===== config.mk =====
export PLATFORM = sky130hd
export DESIGN_NAME = axi_riscv_amo_engine_flat
export DESIGN_NICKNAME = d
export VERILOG_FILES = /design/src/rtl/axi_riscv_amo_engine_if.sv /design/src/rtl/axi_riscv_amo_engine.sv /design/src/flat_wrapper.sv
export SDC_FILE = /design/constraint.sdc
export NUM_CORES = 1
export LEC_CHECK = 0
export BUFFER_PORTS_ARGS = -buffer_cell sky130_fd_sc_hd__buf_2
export CELL_PAD_IN_SITES_DETAIL_PLACEMENT = 0
export CELL_PAD_IN_SITES_GLOBAL_PLACEMENT = 2
export CORE_AREA = 4 4 380 195
export CTS_BUF_LIST = sky130_fd_sc_hd__clkbuf_4
export CTS_CLUSTER_DIAMETER = 150
export CTS_CLUSTER_SIZE = 24
export DETAILED_ROUTE_END_ITERATION = 10
export DIE_AREA = 0 0 384 199
export PLACE_DENSITY_LB_ADDON = 0.1
export SETUP_SLACK_MARGIN = 0.5
export SYNTH_ARGS = -nofsm -noshare
export SYNTH_HDL_FRONTEND = slang
export SYNTH_SLANG_ARGS = --single-unit

===== constraint.sdc =====
create_clock -name clk_i -period 4.45 [get_ports clk_i]
set_input_delay 0.445 -clock clk_i [delete_from_list [all_inputs] [get_ports clk_i]]
set_output_delay 0.445 -clock clk_i [all_outputs]
set_load 0.02 [all_outputs]

===== src/rtl/axi_riscv_amo_engine_if.sv =====
// Request/response port and single-beat AXI4 master subset of the AMO engine.
// The master modport is the engine's view; slave is the requester/memory side.
interface axi_riscv_amo_engine_if #(
  parameter int unsigned AXI_ADDR_WIDTH = 64,
  parameter int unsigned AXI_DATA_WIDTH = 64,
  parameter int unsigned AXI_ID_WIDTH   = 4
);
  logic                        req_valid_i;
  logic                        req_ready_o;
  logic [AXI_ADDR_WIDTH-1:0]   req_addr_i;
  logic [3:0]                  req_op_i;
  logic [AXI_DATA_WIDTH-1:0]   req_data_i;
  logic [AXI_ID_WIDTH-1:0]     req_id_i;

  logic                        resp_valid_o;
  logic                        resp_ready_i;
  logic [AXI_DATA_WIDTH-1:0]   resp_data_o;
  logic                        resp_err_o;
  logic [AXI_ID_WIDTH-1:0]     resp_id_o;

  logic                        mst_ar_valid_o;
  logic                        mst_ar_ready_i;
  logic [AXI_ADDR_WIDTH-1:0]   mst_ar_addr_o;
  logic [AXI_ID_WIDTH-1:0]     mst_ar_id_o;

  logic                        mst_r_valid_i;
  logic                        mst_r_ready_o;
  logic [AXI_DATA_WIDTH-1:0]   mst_r_data_i;
  logic [1:0]                  mst_r_resp_i;

  logic                        mst_aw_valid_o;
  logic                        mst_aw_ready_i;
  logic [AXI_ADDR_WIDTH-1:0]   mst_aw_addr_o;
  logic [AXI_ID_WIDTH-1:0]     mst_aw_id_o;

  logic                        mst_w_valid_o;
  logic                        mst_w_ready_i;
  logic [AXI_DATA_WIDTH-1:0]   mst_w_data_o;
  logic [AXI_DATA_WIDTH/8-1:0] mst_w_strb_o;
  logic                        mst_w_last_o;

  logic                        mst_b_valid_i;
  logic                        mst_b_ready_o;
  logic [1:0]                  mst_b_resp_i;

  modport master (
    input  req_valid_i, req_addr_i, req_op_i, req_data_i, req_id_i,
    output req_ready_o,
    output resp_valid_o, resp_data_o, resp_err_o, resp_id_o,
    input  resp_ready_i,
    output mst_ar_valid_o, mst_ar_addr_o, mst_ar_id_o,
    input  mst_ar_ready_i,
    input  mst_r_valid_i, mst_r_data_i, mst_r_resp_i,
    output mst_r_ready_o,
    output mst_aw_valid_o, mst_aw_addr_o, mst_aw_id_o,
    input  mst_aw_ready_i,
    output mst_w_valid_o, mst_w_data_o, mst_w_strb_o, mst_w_last_o,
    input  mst_w_ready_i,
    input  mst_b_valid_i, mst_b_resp_i,
    output mst_b_ready_o
  );

  modport slave (
    output req_valid_i, req_addr_i, req_op_i, req_data_i, req_id_i,
    input  req_ready_o,
    input  resp_valid_o, resp_data_o, resp_err_o, resp_id_o,
    output resp_ready_i,
    input  mst_ar_valid_o, mst_ar_addr_o, mst_ar_id_o,
    output mst_ar_ready_i,
    output mst_r_valid_i, mst_r_data_i, mst_r_resp_i,
    input  mst_r_ready_o,
    input  mst_aw_valid_o, mst_aw_addr_o, mst_aw_id_o,
    output mst_aw_ready_i,
    input  mst_w_valid_o, mst_w_data_o, mst_w_strb_o, mst_w_last_o,
    output mst_w_ready_i,
    output mst_b_valid_i, mst_b_resp_i,
    input  mst_b_ready_o
  );
endinterface


===== src/rtl/axi_riscv_amo_engine.sv =====
// Single-outstanding AMO engine: read-modify-write over a single-beat AXI4 master.
// All outputs are registered from the next state so zero-wait traffic advances one phase per cycle.
module axi_riscv_amo_engine #(
  parameter int unsigned AXI_ADDR_WIDTH = 64,
  parameter int unsigned AXI_DATA_WIDTH = 64,
  parameter int unsigned AXI_ID_WIDTH   = 4
) (
  input  logic                   clk_i,
  input  logic                   rst_i,
  axi_riscv_amo_engine_if.master bus
);
  typedef enum logic [2:0] {IDLE, AR, R, WR, B, RESP} state_e;

  state_e                    state_q, state_d;
  logic [3:0]                op_q;
  logic [AXI_DATA_WIDTH-1:0] opd_q, old_q, new_q;
  logic [AXI_ADDR_WIDTH-1:0] addr_q;
  logic [AXI_ID_WIDTH-1:0]   id_q;
  logic                      aw_done_q, aw_done_d, w_done_q, w_done_d;

  logic req_ready_q, ar_valid_q, r_ready_q, aw_valid_q, w_valid_q, b_ready_q, resp_valid_q, resp_err_q;
  logic req_ready_d, ar_valid_d, r_ready_d, aw_valid_d, w_valid_d, b_ready_d, resp_valid_d, resp_err_d;
  logic [AXI_DATA_WIDTH-1:0] resp_data_q, resp_data_d;

  logic req_hs, ar_hs, r_hs, aw_hs, w_hs, b_hs, resp_hs;
  logic unused_resp_lsb;

  function automatic logic op_legal(input logic [3:0] op);
    return op < 4'd9;
  endfunction

  function automatic logic [AXI_DATA_WIDTH-1:0] alu(input logic [3:0] op,
                                                    input logic [AXI_DATA_WIDTH-1:0] old,
                                                    input logic [AXI_DATA_WIDTH-1:0] opd);
    case (op)
      4'd0:    return opd;
      4'd1:    return old + opd;
      4'd2:    return old & opd;
      4'd3:    return old | opd;
      4'd4:    return old ^ opd;
      4'd5:    return ($signed(opd) > $signed(old)) ? opd : old;
      4'd6:    return ($signed(opd) < $signed(old)) ? opd : old;
      4'd7:    return (opd > old) ? opd : old;
      4'd8:    return (opd < old) ? opd : old;
      default: return old;
    endcase
  endfunction

  assign req_hs  = bus.req_valid_i & req_ready_q;
  assign ar_hs   = ar_valid_q & bus.mst_ar_ready_i;
  assign r_hs    = r_ready_q & bus.mst_r_valid_i;
  assign aw_hs   = aw_valid_q & bus.mst_aw_ready_i;
  assign w_hs    = w_valid_q & bus.mst_w_ready_i;
  assign b_hs    = b_ready_q & bus.mst_b_valid_i;
  assign resp_hs = resp_valid_q & bus.resp_ready_i;

  assign unused_resp_lsb = bus.mst_r_resp_i[0] ^ bus.mst_b_resp_i[0];

  // Next state. An illegal op passes through AR for one cycle without raising ar_valid,
  // which gives the two-cycle error response with no bus traffic.
  always_comb begin
    state_d   = state_q;
    aw_done_d = (state_q == WR) && (aw_done_q || aw_hs);
    w_done_d  = (state_q == WR) && (w_done_q || w_hs);
    case (state_q)
      IDLE: if (req_hs) state_d = AR;
      AR: begin
        if (!op_legal(op_q)) state_d = RESP;
        else if (ar_hs)      state_d = R;
      end
      R:    if (r_hs) state_d = bus.mst_r_resp_i[1] ? RESP : WR;
      WR:   if (aw_done_d && w_done_d) state_d = B;
      B:    if (b_hs) state_d = RESP;
      RESP: if (resp_hs) state_d = IDLE;
      default: state_d = IDLE;
    endcase
  end

  always_comb begin
    req_ready_d  = (state_d == IDLE);
    ar_valid_d   = (state_d == AR) && ((state_q == AR) || op_legal(bus.req_op_i));
    r_ready_d    = (state_d == R);
    aw_valid_d   = (state_d == WR) && !aw_done_d;
    w_valid_d    = (state_d == WR) && !w_done_d;
    b_ready_d    = (state_d == B);
    resp_valid_d = (state_d == RESP);
    resp_err_d   = resp_err_q;
    resp_data_d  = resp_data_q;
    if (state_d == RESP && state_q != RESP) begin
      if (state_q == B) begin
        resp_err_d  = bus.mst_b_resp_i[1];
        resp_data_d = old_q;
      end else begin
        resp_err_d  = 1'b1;
        resp_data_d = '0;
      end
    end
  end

  always_ff @(posedge clk_i) begin
    if (rst_i) begin
      state_q      <= IDLE;
      op_q         <= '0;
      opd_q        <= '0;
      old_q        <= '0;
      new_q        <= '0;
      addr_q       <= '0;
      id_q         <= '0;
      aw_done_q    <= 1'b0;
      w_done_q     <= 1'b0;
      req_ready_q  <= 1'b1;
      ar_valid_q   <= 1'b0;
      r_ready_q    <= 1'b0;
      aw_valid_q   <= 1'b0;
      w_valid_q    <= 1'b0;
      b_ready_q    <= 1'b0;
      resp_valid_q <= 1'b0;
      resp_err_q   <= 1'b0;
      resp_data_q  <= '0;
    end else begin
      state_q      <= state_d;
      aw_done_q    <= aw_done_d;
      w_done_q     <= w_done_d;
      req_ready_q  <= req_ready_d;
      ar_valid_q   <= ar_valid_d;
      r_ready_q    <= r_ready_d;
      aw_valid_q   <= aw_valid_d;
      w_valid_q    <= w_valid_d;
      b_ready_q    <= b_ready_d;
      resp_valid_q <= resp_valid_d;
      resp_err_q   <= resp_err_d;
      resp_data_q  <= resp_data_d;
      if (req_hs) begin
        op_q   <= bus.req_op_i;
        opd_q  <= bus.req_data_i;
        addr_q <= bus.req_addr_i;
        id_q   <= bus.req_id_i;
      end
      if (r_hs) begin
        old_q <= bus.mst_r_data_i;
        new_q <= alu(op_q, bus.mst_r_data_i, opd_q);
      end
    end
  end

  assign bus.req_ready_o    = req_ready_q;
  assign bus.resp_valid_o   = resp_valid_q;
  assign bus.resp_data_o    = resp_data_q;
  assign bus.resp_err_o     = resp_err_q;
  assign bus.resp_id_o      = id_q;
  assign bus.mst_ar_valid_o = ar_valid_q;
  assign bus.mst_ar_addr_o  = addr_q;
  assign bus.mst_ar_id_o    = id_q;
  assign bus.mst_r_ready_o  = r_ready_q;
  assign bus.mst_aw_valid_o = aw_valid_q;
  assign bus.mst_aw_addr_o  = addr_q;
  assign bus.mst_aw_id_o    = id_q;
  assign bus.mst_w_valid_o  = w_valid_q;
  assign bus.mst_w_data_o   = new_q;
  assign bus.mst_w_strb_o   = '1;
  assign bus.mst_w_last_o   = 1'b1;
  assign bus.mst_b_ready_o  = b_ready_q;
endmodule


===== src/flat_wrapper.sv =====
// flat-port wrapper written by rule: the top's interface ports become plain ports
module axi_riscv_amo_engine_flat 
#(
  parameter int unsigned AXI_ADDR_WIDTH = 64,
  parameter int unsigned AXI_DATA_WIDTH = 64,
  parameter int unsigned AXI_ID_WIDTH   = 4
)
  (clk_i, rst_i, bus_req_valid_i, bus_req_addr_i, bus_req_op_i, bus_req_data_i, bus_req_id_i, bus_req_ready_o, bus_resp_valid_o, bus_resp_data_o, bus_resp_err_o, bus_resp_id_o, bus_resp_ready_i, bus_mst_ar_valid_o, bus_mst_ar_addr_o, bus_mst_ar_id_o, bus_mst_ar_ready_i, bus_mst_r_valid_i, bus_mst_r_data_i, bus_mst_r_resp_i, bus_mst_r_ready_o, bus_mst_aw_valid_o, bus_mst_aw_addr_o, bus_mst_aw_id_o, bus_mst_aw_ready_i, bus_mst_w_valid_o, bus_mst_w_data_o, bus_mst_w_strb_o, bus_mst_w_last_o, bus_mst_w_ready_i, bus_mst_b_valid_i, bus_mst_b_resp_i, bus_mst_b_ready_o);
  axi_riscv_amo_engine_if #(.AXI_ADDR_WIDTH(AXI_ADDR_WIDTH), .AXI_DATA_WIDTH(AXI_DATA_WIDTH), .AXI_ID_WIDTH(AXI_ID_WIDTH)) bus_i ();
  input  logic clk_i;
  input  logic rst_i;
  input wire logic [$bits(bus_i.req_valid_i)-1:0] bus_req_valid_i;
  input wire logic [$bits(bus_i.req_addr_i)-1:0] bus_req_addr_i;
  input wire logic [$bits(bus_i.req_op_i)-1:0] bus_req_op_i;
  input wire logic [$bits(bus_i.req_data_i)-1:0] bus_req_data_i;
  input wire logic [$bits(bus_i.req_id_i)-1:0] bus_req_id_i;
  output wire logic [$bits(bus_i.req_ready_o)-1:0] bus_req_ready_o;
  output wire logic [$bits(bus_i.resp_valid_o)-1:0] bus_resp_valid_o;
  output wire logic [$bits(bus_i.resp_data_o)-1:0] bus_resp_data_o;
  output wire logic [$bits(bus_i.resp_err_o)-1:0] bus_resp_err_o;
  output wire logic [$bits(bus_i.resp_id_o)-1:0] bus_resp_id_o;
  input wire logic [$bits(bus_i.resp_ready_i)-1:0] bus_resp_ready_i;
  output wire logic [$bits(bus_i.mst_ar_valid_o)-1:0] bus_mst_ar_valid_o;
  output wire logic [$bits(bus_i.mst_ar_addr_o)-1:0] bus_mst_ar_addr_o;
  output wire logic [$bits(bus_i.mst_ar_id_o)-1:0] bus_mst_ar_id_o;
  input wire logic [$bits(bus_i.mst_ar_ready_i)-1:0] bus_mst_ar_ready_i;
  input wire logic [$bits(bus_i.mst_r_valid_i)-1:0] bus_mst_r_valid_i;
  input wire logic [$bits(bus_i.mst_r_data_i)-1:0] bus_mst_r_data_i;
  input wire logic [$bits(bus_i.mst_r_resp_i)-1:0] bus_mst_r_resp_i;
  output wire logic [$bits(bus_i.mst_r_ready_o)-1:0] bus_mst_r_ready_o;
  output wire logic [$bits(bus_i.mst_aw_valid_o)-1:0] bus_mst_aw_valid_o;
  output wire logic [$bits(bus_i.mst_aw_addr_o)-1:0] bus_mst_aw_addr_o;
  output wire logic [$bits(bus_i.mst_aw_id_o)-1:0] bus_mst_aw_id_o;
  input wire logic [$bits(bus_i.mst_aw_ready_i)-1:0] bus_mst_aw_ready_i;
  output wire logic [$bits(bus_i.mst_w_valid_o)-1:0] bus_mst_w_valid_o;
  output wire logic [$bits(bus_i.mst_w_data_o)-1:0] bus_mst_w_data_o;
  output wire logic [$bits(bus_i.mst_w_strb_o)-1:0] bus_mst_w_strb_o;
  output wire logic [$bits(bus_i.mst_w_last_o)-1:0] bus_mst_w_last_o;
  input wire logic [$bits(bus_i.mst_w_ready_i)-1:0] bus_mst_w_ready_i;
  input wire logic [$bits(bus_i.mst_b_valid_i)-1:0] bus_mst_b_valid_i;
  input wire logic [$bits(bus_i.mst_b_resp_i)-1:0] bus_mst_b_resp_i;
  output wire logic [$bits(bus_i.mst_b_ready_o)-1:0] bus_mst_b_ready_o;
  assign bus_i.req_valid_i = bus_req_valid_i;
  assign bus_i.req_addr_i = bus_req_addr_i;
  assign bus_i.req_op_i = bus_req_op_i;
  assign bus_i.req_data_i = bus_req_data_i;
  assign bus_i.req_id_i = bus_req_id_i;
  assign bus_req_ready_o = bus_i.req_ready_o;
  assign bus_resp_valid_o = bus_i.resp_valid_o;
  assign bus_resp_data_o = bus_i.resp_data_o;
  assign bus_resp_err_o = bus_i.resp_err_o;
  assign bus_resp_id_o = bus_i.resp_id_o;
  assign bus_i.resp_ready_i = bus_resp_ready_i;
  assign bus_mst_ar_valid_o = bus_i.mst_ar_valid_o;
  assign bus_mst_ar_addr_o = bus_i.mst_ar_addr_o;
  assign bus_mst_ar_id_o = bus_i.mst_ar_id_o;
  assign bus_i.mst_ar_ready_i = bus_mst_ar_ready_i;
  assign bus_i.mst_r_valid_i = bus_mst_r_valid_i;
  assign bus_i.mst_r_data_i = bus_mst_r_data_i;
  assign bus_i.mst_r_resp_i = bus_mst_r_resp_i;
  assign bus_mst_r_ready_o = bus_i.mst_r_ready_o;
  assign bus_mst_aw_valid_o = bus_i.mst_aw_valid_o;
  assign bus_mst_aw_addr_o = bus_i.mst_aw_addr_o;
  assign bus_mst_aw_id_o = bus_i.mst_aw_id_o;
  assign bus_i.mst_aw_ready_i = bus_mst_aw_ready_i;
  assign bus_mst_w_valid_o = bus_i.mst_w_valid_o;
  assign bus_mst_w_data_o = bus_i.mst_w_data_o;
  assign bus_mst_w_strb_o = bus_i.mst_w_strb_o;
  assign bus_mst_w_last_o = bus_i.mst_w_last_o;
  assign bus_i.mst_w_ready_i = bus_mst_w_ready_i;
  assign bus_i.mst_b_valid_i = bus_mst_b_valid_i;
  assign bus_i.mst_b_resp_i = bus_mst_b_resp_i;
  assign bus_mst_b_ready_o = bus_i.mst_b_ready_o;
  axi_riscv_amo_engine #(.AXI_ADDR_WIDTH(AXI_ADDR_WIDTH), .AXI_DATA_WIDTH(AXI_DATA_WIDTH), .AXI_ID_WIDTH(AXI_ID_WIDTH)) u_core (.clk_i(clk_i), .rst_i(rst_i), .bus(bus_i));
endmodule

==> results.txt <==
For this design, the slowest cell found on the critical path is sky130_fd_sc_hd__or4_4. TritonCTS built the clock tree. The final count of hold timing violations is 0. The register-to-register path setup slack came out at approximately 420 ps. The power per unit of standard cell area came out at between 200 and 250 nW/µm². The post-route cell area is about 29000 µm².

The area of the core is 70500 µm². The largest driver fanout on the critical path is 6. The net switching component of the power came out at between 2000 and 3000 µW. The gate count after technology mapping is ~3000. The total power draw came out at roughly 7300 µW.

The post-detailed-placement cell area came out at about 26000 µm². The number of different library cells used by synthesis comes to a little over 70. Relative to the synthesized area, the layout overhead comes to 34.5%. Entering global routing, the biggest net connects 97 pins. The first-pass iteration count of the detailed router came out at 5. The average detailed-routed wire length per instance came out at 19.6 µm. The highest ir drop seen on vdd is approximately 0.16 mV. The die area came out at between 70000 and 80000 µm².

The deepest level of the CTS H-tree came out at 1. The count of pins on the block boundary is ~500. The final period demand of the worst path came out at 4030 ps. The average size of a mapped cell is 7.32 µm². For this block, the initial DRC count from the detailed router was 1410. The proportion of netlist area held by the largest area contributor is between 30% and 40%.

The sink count of the clock tree came out at 341. Yosys printed 0 warnings. The maximum achievable frequency came out at between 200 and 250 MHz. The worst path arrival time came out at around 4700 ps. The y dimension of the die came out at 199 µm. The critical path contains buffers and inverters numbering 2 combined. The startpoint type of the worst setup path is a flop. After layout, the worst setup slack is 420 ps. The total number of vias is 23192.

The proportion of synthesized chip area in sequential cells came out at between 30% and 40%. The portion of total power attributed to sequential cells came out at 45.2%. The fraction of layout instances using a drive strength above 1 is between 20 and 25%. The count of flip-flops with a built-in enable after synthesis came out at 0. The overall fraction of global-route tracks in use is between 20 and 25%.

The relative contribution of combinational cells to total power came out at between 30% and 40%. The remaining routing DRC violations is 0. The standard-cell row count came out at 69.

The final number of max-transition violations came out at 0. The total of buffers placed on input and output ports came out at about 490. The worst slack after detailed placement came out at -94.1 ps. The clock arrives with between 100 and 150 ps of skew. Measured along the x axis, the die boundary spans about 380 µm. The root buffer cell is sky130_fd_sc_hd__clkbuf_4. In the final design database the tool counted ~4100 nets.

The number of buffers added by the clock tree synthesis step is 18. The kind of cell with the highest combined delay along the critical path is simple AND/OR/NAND/NOR gates. The total internal power is about 4500 µW. After synthesis, the share of flip-flops with an asynchronous set or reset is 0%. By area the synthesized netlist is led by sky130_fd_sc_hd__dfxtp_1, sky130_fd_sc_hd__ha_1, sky130_fd_sc_hd__nand2_1. The net switching fraction of the power came out at approximately two fifths.

The period utilization is 90.6%. The number of antenna-violating nets in the routed design came out at 0. The mean number of vias per cell came out at slightly above 5. The synthesis-stage register bit count came out at between 300 and 400. Setup violations remaining at the end of the flow were counted as 0. By startpoint and endpoint, the worst setup path is classified as flop to flop.

The placed wire-length estimate after detailed placement came out at about 64 mm. Routability-driven placement finished with a final weighted congestion of about 0.87. The worst-margin pin slew came out at 1140 ps.

Of all cell types, the one taking the most synthesized area is sky130_fd_sc_hd__dfxtp_1. The leakage dissipation is roughly 0.013 µW. Walking the worst path, the cells encountered are inv_2 -> ha_4 -> or4_4 -> and4b_2 -> and4_4 -> nand3_4 -> nor3_4 -> nor4_2 -> mux2_4 -> a211o_1 -> or2_4 -> buf_12 -> a221oi_2 -> a211oi_1.

The first global-routing pass estimated between 100 and 150 mm of wire. Per report_power, the clock group accounts for about 18% of the total. The initial cell density of the core came out at a little under a third. The number of antenna violations at the first check in global routing is 3.

STA classifies the critical path endpoint as a flop. In this run the tightest slew margin relative to its limit is roughly a quarter. The path class of the tightest hold or removal check is input pin to flop.

After clock tree synthesis, the clock-pin slew on the worst setup and hold paths is around 310 ps. The required time at the worst-slack endpoint came out at slightly above 5000 ps. The count of max-cap constraint violations is 0. The fill cell total of the finished layout came out at ~7500.

The clock reaches the later pin of the worst-skew pair after just over 900 ps. In the synthesized netlist the dominant register cell turns out to be sky130_fd_sc_hd__dfxtp_1. The number of global-route vias before repair was approximately 23000. The total length of routed wires came out at a little over 90 mm. The flow ran to the end, and the final reports show no timing, DRC or antenna violations. Setup repair after global routing could not meet its margin everywhere.

The area of the mapped netlist came out at between 20000 and 25000 µm². The maximum single-stage delay on the critical path is 550 ps. The worst-case clock buffer depth is 3. The total overflow left after global routing is 0.
synthesized netlist by cell type, types with 5 or more instances:
library cell                count
sky130_fd_sc_hd__a221oi_1      46
sky130_fd_sc_hd__nand2_1      615
sky130_fd_sc_hd__nor3_1        62
sky130_fd_sc_hd__and3_1         9
sky130_fd_sc_hd__xnor2_1       16
sky130_fd_sc_hd__xor2_1         6
sky130_fd_sc_hd__o31ai_1       14
sky130_fd_sc_hd__or3_1          7
sky130_fd_sc_hd__a21o_1        39
sky130_fd_sc_hd__mux2i_1        7
sky130_fd_sc_hd__a211o_1        6
sky130_fd_sc_hd__or4_1          5
sky130_fd_sc_hd__or2_2          5
sky130_fd_sc_hd__o211ai_1      45
sky130_fd_sc_hd__nand3_1       91
sky130_fd_sc_hd__a31oi_1        9
sky130_fd_sc_hd__clkbuf_1     180
sky130_fd_sc_hd__o21a_1         7
sky130_fd_sc_hd__ha_1         192
sky130_fd_sc_hd__inv_1        166
sky130_fd_sc_hd__buf_4         81
sky130_fd_sc_hd__a22oi_1       25
sky130_fd_sc_hd__a21oi_1      436
sky130_fd_sc_hd__dfxtp_1      341
sky130_fd_sc_hd__nor2b_1       12
sky130_fd_sc_hd__o2111ai_1     10
sky130_fd_sc_hd__o21ai_0      121
sky130_fd_sc_hd__o21bai_1      22
sky130_fd_sc_hd__nor2_1       161
sky130_fd_sc_hd__a221o_1       12
sky130_fd_sc_hd__a221oi_2      24
sky130_fd_sc_hd__and2_1         9
sky130_fd_sc_hd__buf_2          7
sky130_fd_sc_hd__buf_1         27
sky130_fd_sc_hd__nand4_1       20
sky130_fd_sc_hd__nor4_1        16
sky130_fd_sc_hd__a211oi_1      32
sky130_fd_sc_hd__o22ai_1        6
sky130_fd_sc_hd__nand2b_1      14
worst paths after layout:
check	startpoint	end	cells past startpoint
setup / recovery	u_core.opd_q[52]	u_core.bus.mst_w_data_o[20]	14
setup reg to reg	u_core.opd_q[52]	u_core.bus.mst_w_data_o[20]	14
hold reg to reg	u_core.old_q[49]	u_core.bus.resp_data_o[49]	2
hold / removal	bus_mst_r_valid_i	u_core.bus.mst_w_data_o[33]	6
flip-flops by register name, summed over array words and instances, names as in the netlist:
| signal | flops |
|---|---|
| u_core.aw_done_q | 1 |
| u_core.bus.mst_w_data_o | 64 |
| u_core.bus.req_ready_o | 1 |
| u_core.opd_q | 64 |
| u_core.bus.mst_aw_valid_o | 1 |
| u_core.bus.mst_b_ready_o | 1 |
| u_core.op_q | 4 |
| u_core.bus.resp_valid_o | 1 |
| u_core.w_done_q | 1 |
| u_core.bus.mst_ar_addr_o | 64 |
| u_core.bus.mst_ar_id_o | 4 |
| u_core.bus.resp_err_o | 1 |
| u_core.state_q | 3 |
| u_core.old_q | 64 |
| u_core.bus.resp_data_o | 64 |
| u_core.bus.mst_ar_valid_o | 1 |
| u_core.bus.mst_w_valid_o | 1 |
| u_core.bus.mst_r_ready_o | 1 |
layout make-up:
class / count / area, µm² / share of cell area (%)
clock inverters: 1 / 20.0 / 0.0685
repair buffers: 955 / 6820 / 23.3
well taps: 958 / 1200 / 4.10
diodes: 2 / 5.00 / 0.0171
inverters: 166 / 623 / 2.13
flip-flops and latches: 341 / 6850 / 23.5
clock buffers: 19 / 143 / 0.488
multi-input cells: 2171 / 13500 / 46.4
metrics by stage:
step | hold WS (ps) | TNS [ps] | cells | utilization (%)
after global placement | 437 | 0 | 4345 | 36.6
after detailed placement | 441 | -766 | 4345 | 36.6
after global routing | 53.4 | 0 | 4613 | 41.4
after floorplan | 437 | 0 | 2977 | -
final | 130 | 0 | 4613 | 41.4
after CTS | 24.9 | 0 | 4604 | 40.4
metal layers:
layer | vias to the layer above | wire, µm | global-route usage (%)
met5 | - | 42 | 0
met4 | 6 | 1770 | 4.30
met3 | 99 | 3610 | 2.57
met2 | 504 | 43900 | 40.1
met1 | 11066 | 41300 | 29.2
li1 | 11517 | - | -
power groups by stage:
stage	Sequential (µW)	Combinational (µW)	Clock (µW)
2_1_floorplan	3420	1360	0
3_3_place_gp	3340	2360	0
3_5_place_dp	3350	2360	0
4_1_cts	3290	2580	1370
5_1_grt	3310	2950	1450
6_report	3290	2710	1280
tightest hold or removal path, cell delays in order:
cell	delay, ps
sky130_fd_sc_hd__buf_2	120
sky130_fd_sc_hd__nand2_4	100
sky130_fd_sc_hd__nor2_1	80
sky130_fd_sc_hd__o211ai_1	90
sky130_fd_sc_hd__a221oi_1	50
sky130_fd_sc_hd__nor3_1	120
cell families (layout without fill, tap and decap cells):
| group | after synthesis | after routing | share of synthesized area [%] |
|---|---|---|---|
| flip-flops | 341 | 341 | 31.4 |
| AO/OA/AOI/OAI | 894 | 894 | 26.0 |
| multiplexers | 9 | 9 | 0.426 |
| XOR/XNOR | 22 | 22 | 0.887 |
| AND/OR/NAND/NOR | 1044 | 1044 | 20.5 |
| buffers and inverters | 465 | 1141 | 9.61 |
| other | 1 | 11 | 0.0173 |
| adder cells (fa/ha/maj) | 193 | 193 | 11.2 |
cells in the final DEF, fill, tap and decap left out, types with 9 or more instances in the layout:
cell type,instances
sky130_fd_sc_hd__nand2_1,611
sky130_fd_sc_hd__buf_2,485
sky130_fd_sc_hd__a21oi_1,431
sky130_fd_sc_hd__dfxtp_1,323
sky130_fd_sc_hd__dlygate4sd3_1,226
sky130_fd_sc_hd__buf_4,218
sky130_fd_sc_hd__ha_1,185
sky130_fd_sc_hd__inv_1,164
sky130_fd_sc_hd__nor2_1,160
sky130_fd_sc_hd__o21ai_0,114
sky130_fd_sc_hd__nand3_1,91
sky130_fd_sc_hd__nor3_1,58
sky130_fd_sc_hd__o211ai_1,45
sky130_fd_sc_hd__a21o_1,39
sky130_fd_sc_hd__a221oi_2,35
sky130_fd_sc_hd__a22oi_1,24
sky130_fd_sc_hd__a211oi_1,24
sky130_fd_sc_hd__a221oi_1,20
sky130_fd_sc_hd__nand4_1,20
sky130_fd_sc_hd__o21bai_1,20
sky130_fd_sc_hd__clkbuf_4,19
sky130_fd_sc_hd__dfxtp_2,16
sky130_fd_sc_hd__a221oi_4,15
sky130_fd_sc_hd__xnor2_1,15
sky130_fd_sc_hd__buf_12,15
sky130_fd_sc_hd__nand2b_1,14
sky130_fd_sc_hd__o31ai_1,12
sky130_fd_sc_hd__a221o_1,12
sky130_fd_sc_hd__nor4_1,11
sky130_fd_sc_hd__nor2b_1,11
sky130_fd_sc_hd__o21ai_1,10
sky130_fd_sc_hd__o2111ai_1,10
sky130_fd_sc_hd__and3_1,9
sky130_fd_sc_hd__conb_1,9
what timing repair did:
action,4_1_cts,5_1_grt
setup endpoints to repair,62,64
setup buffers,11,5
pin swaps,11,46
hold buffers,226,0
gates cloned,2,2
hold endpoints to repair,283,0
resized for setup,31,114
No activity file was read; power rests on OpenSTA's default activity.
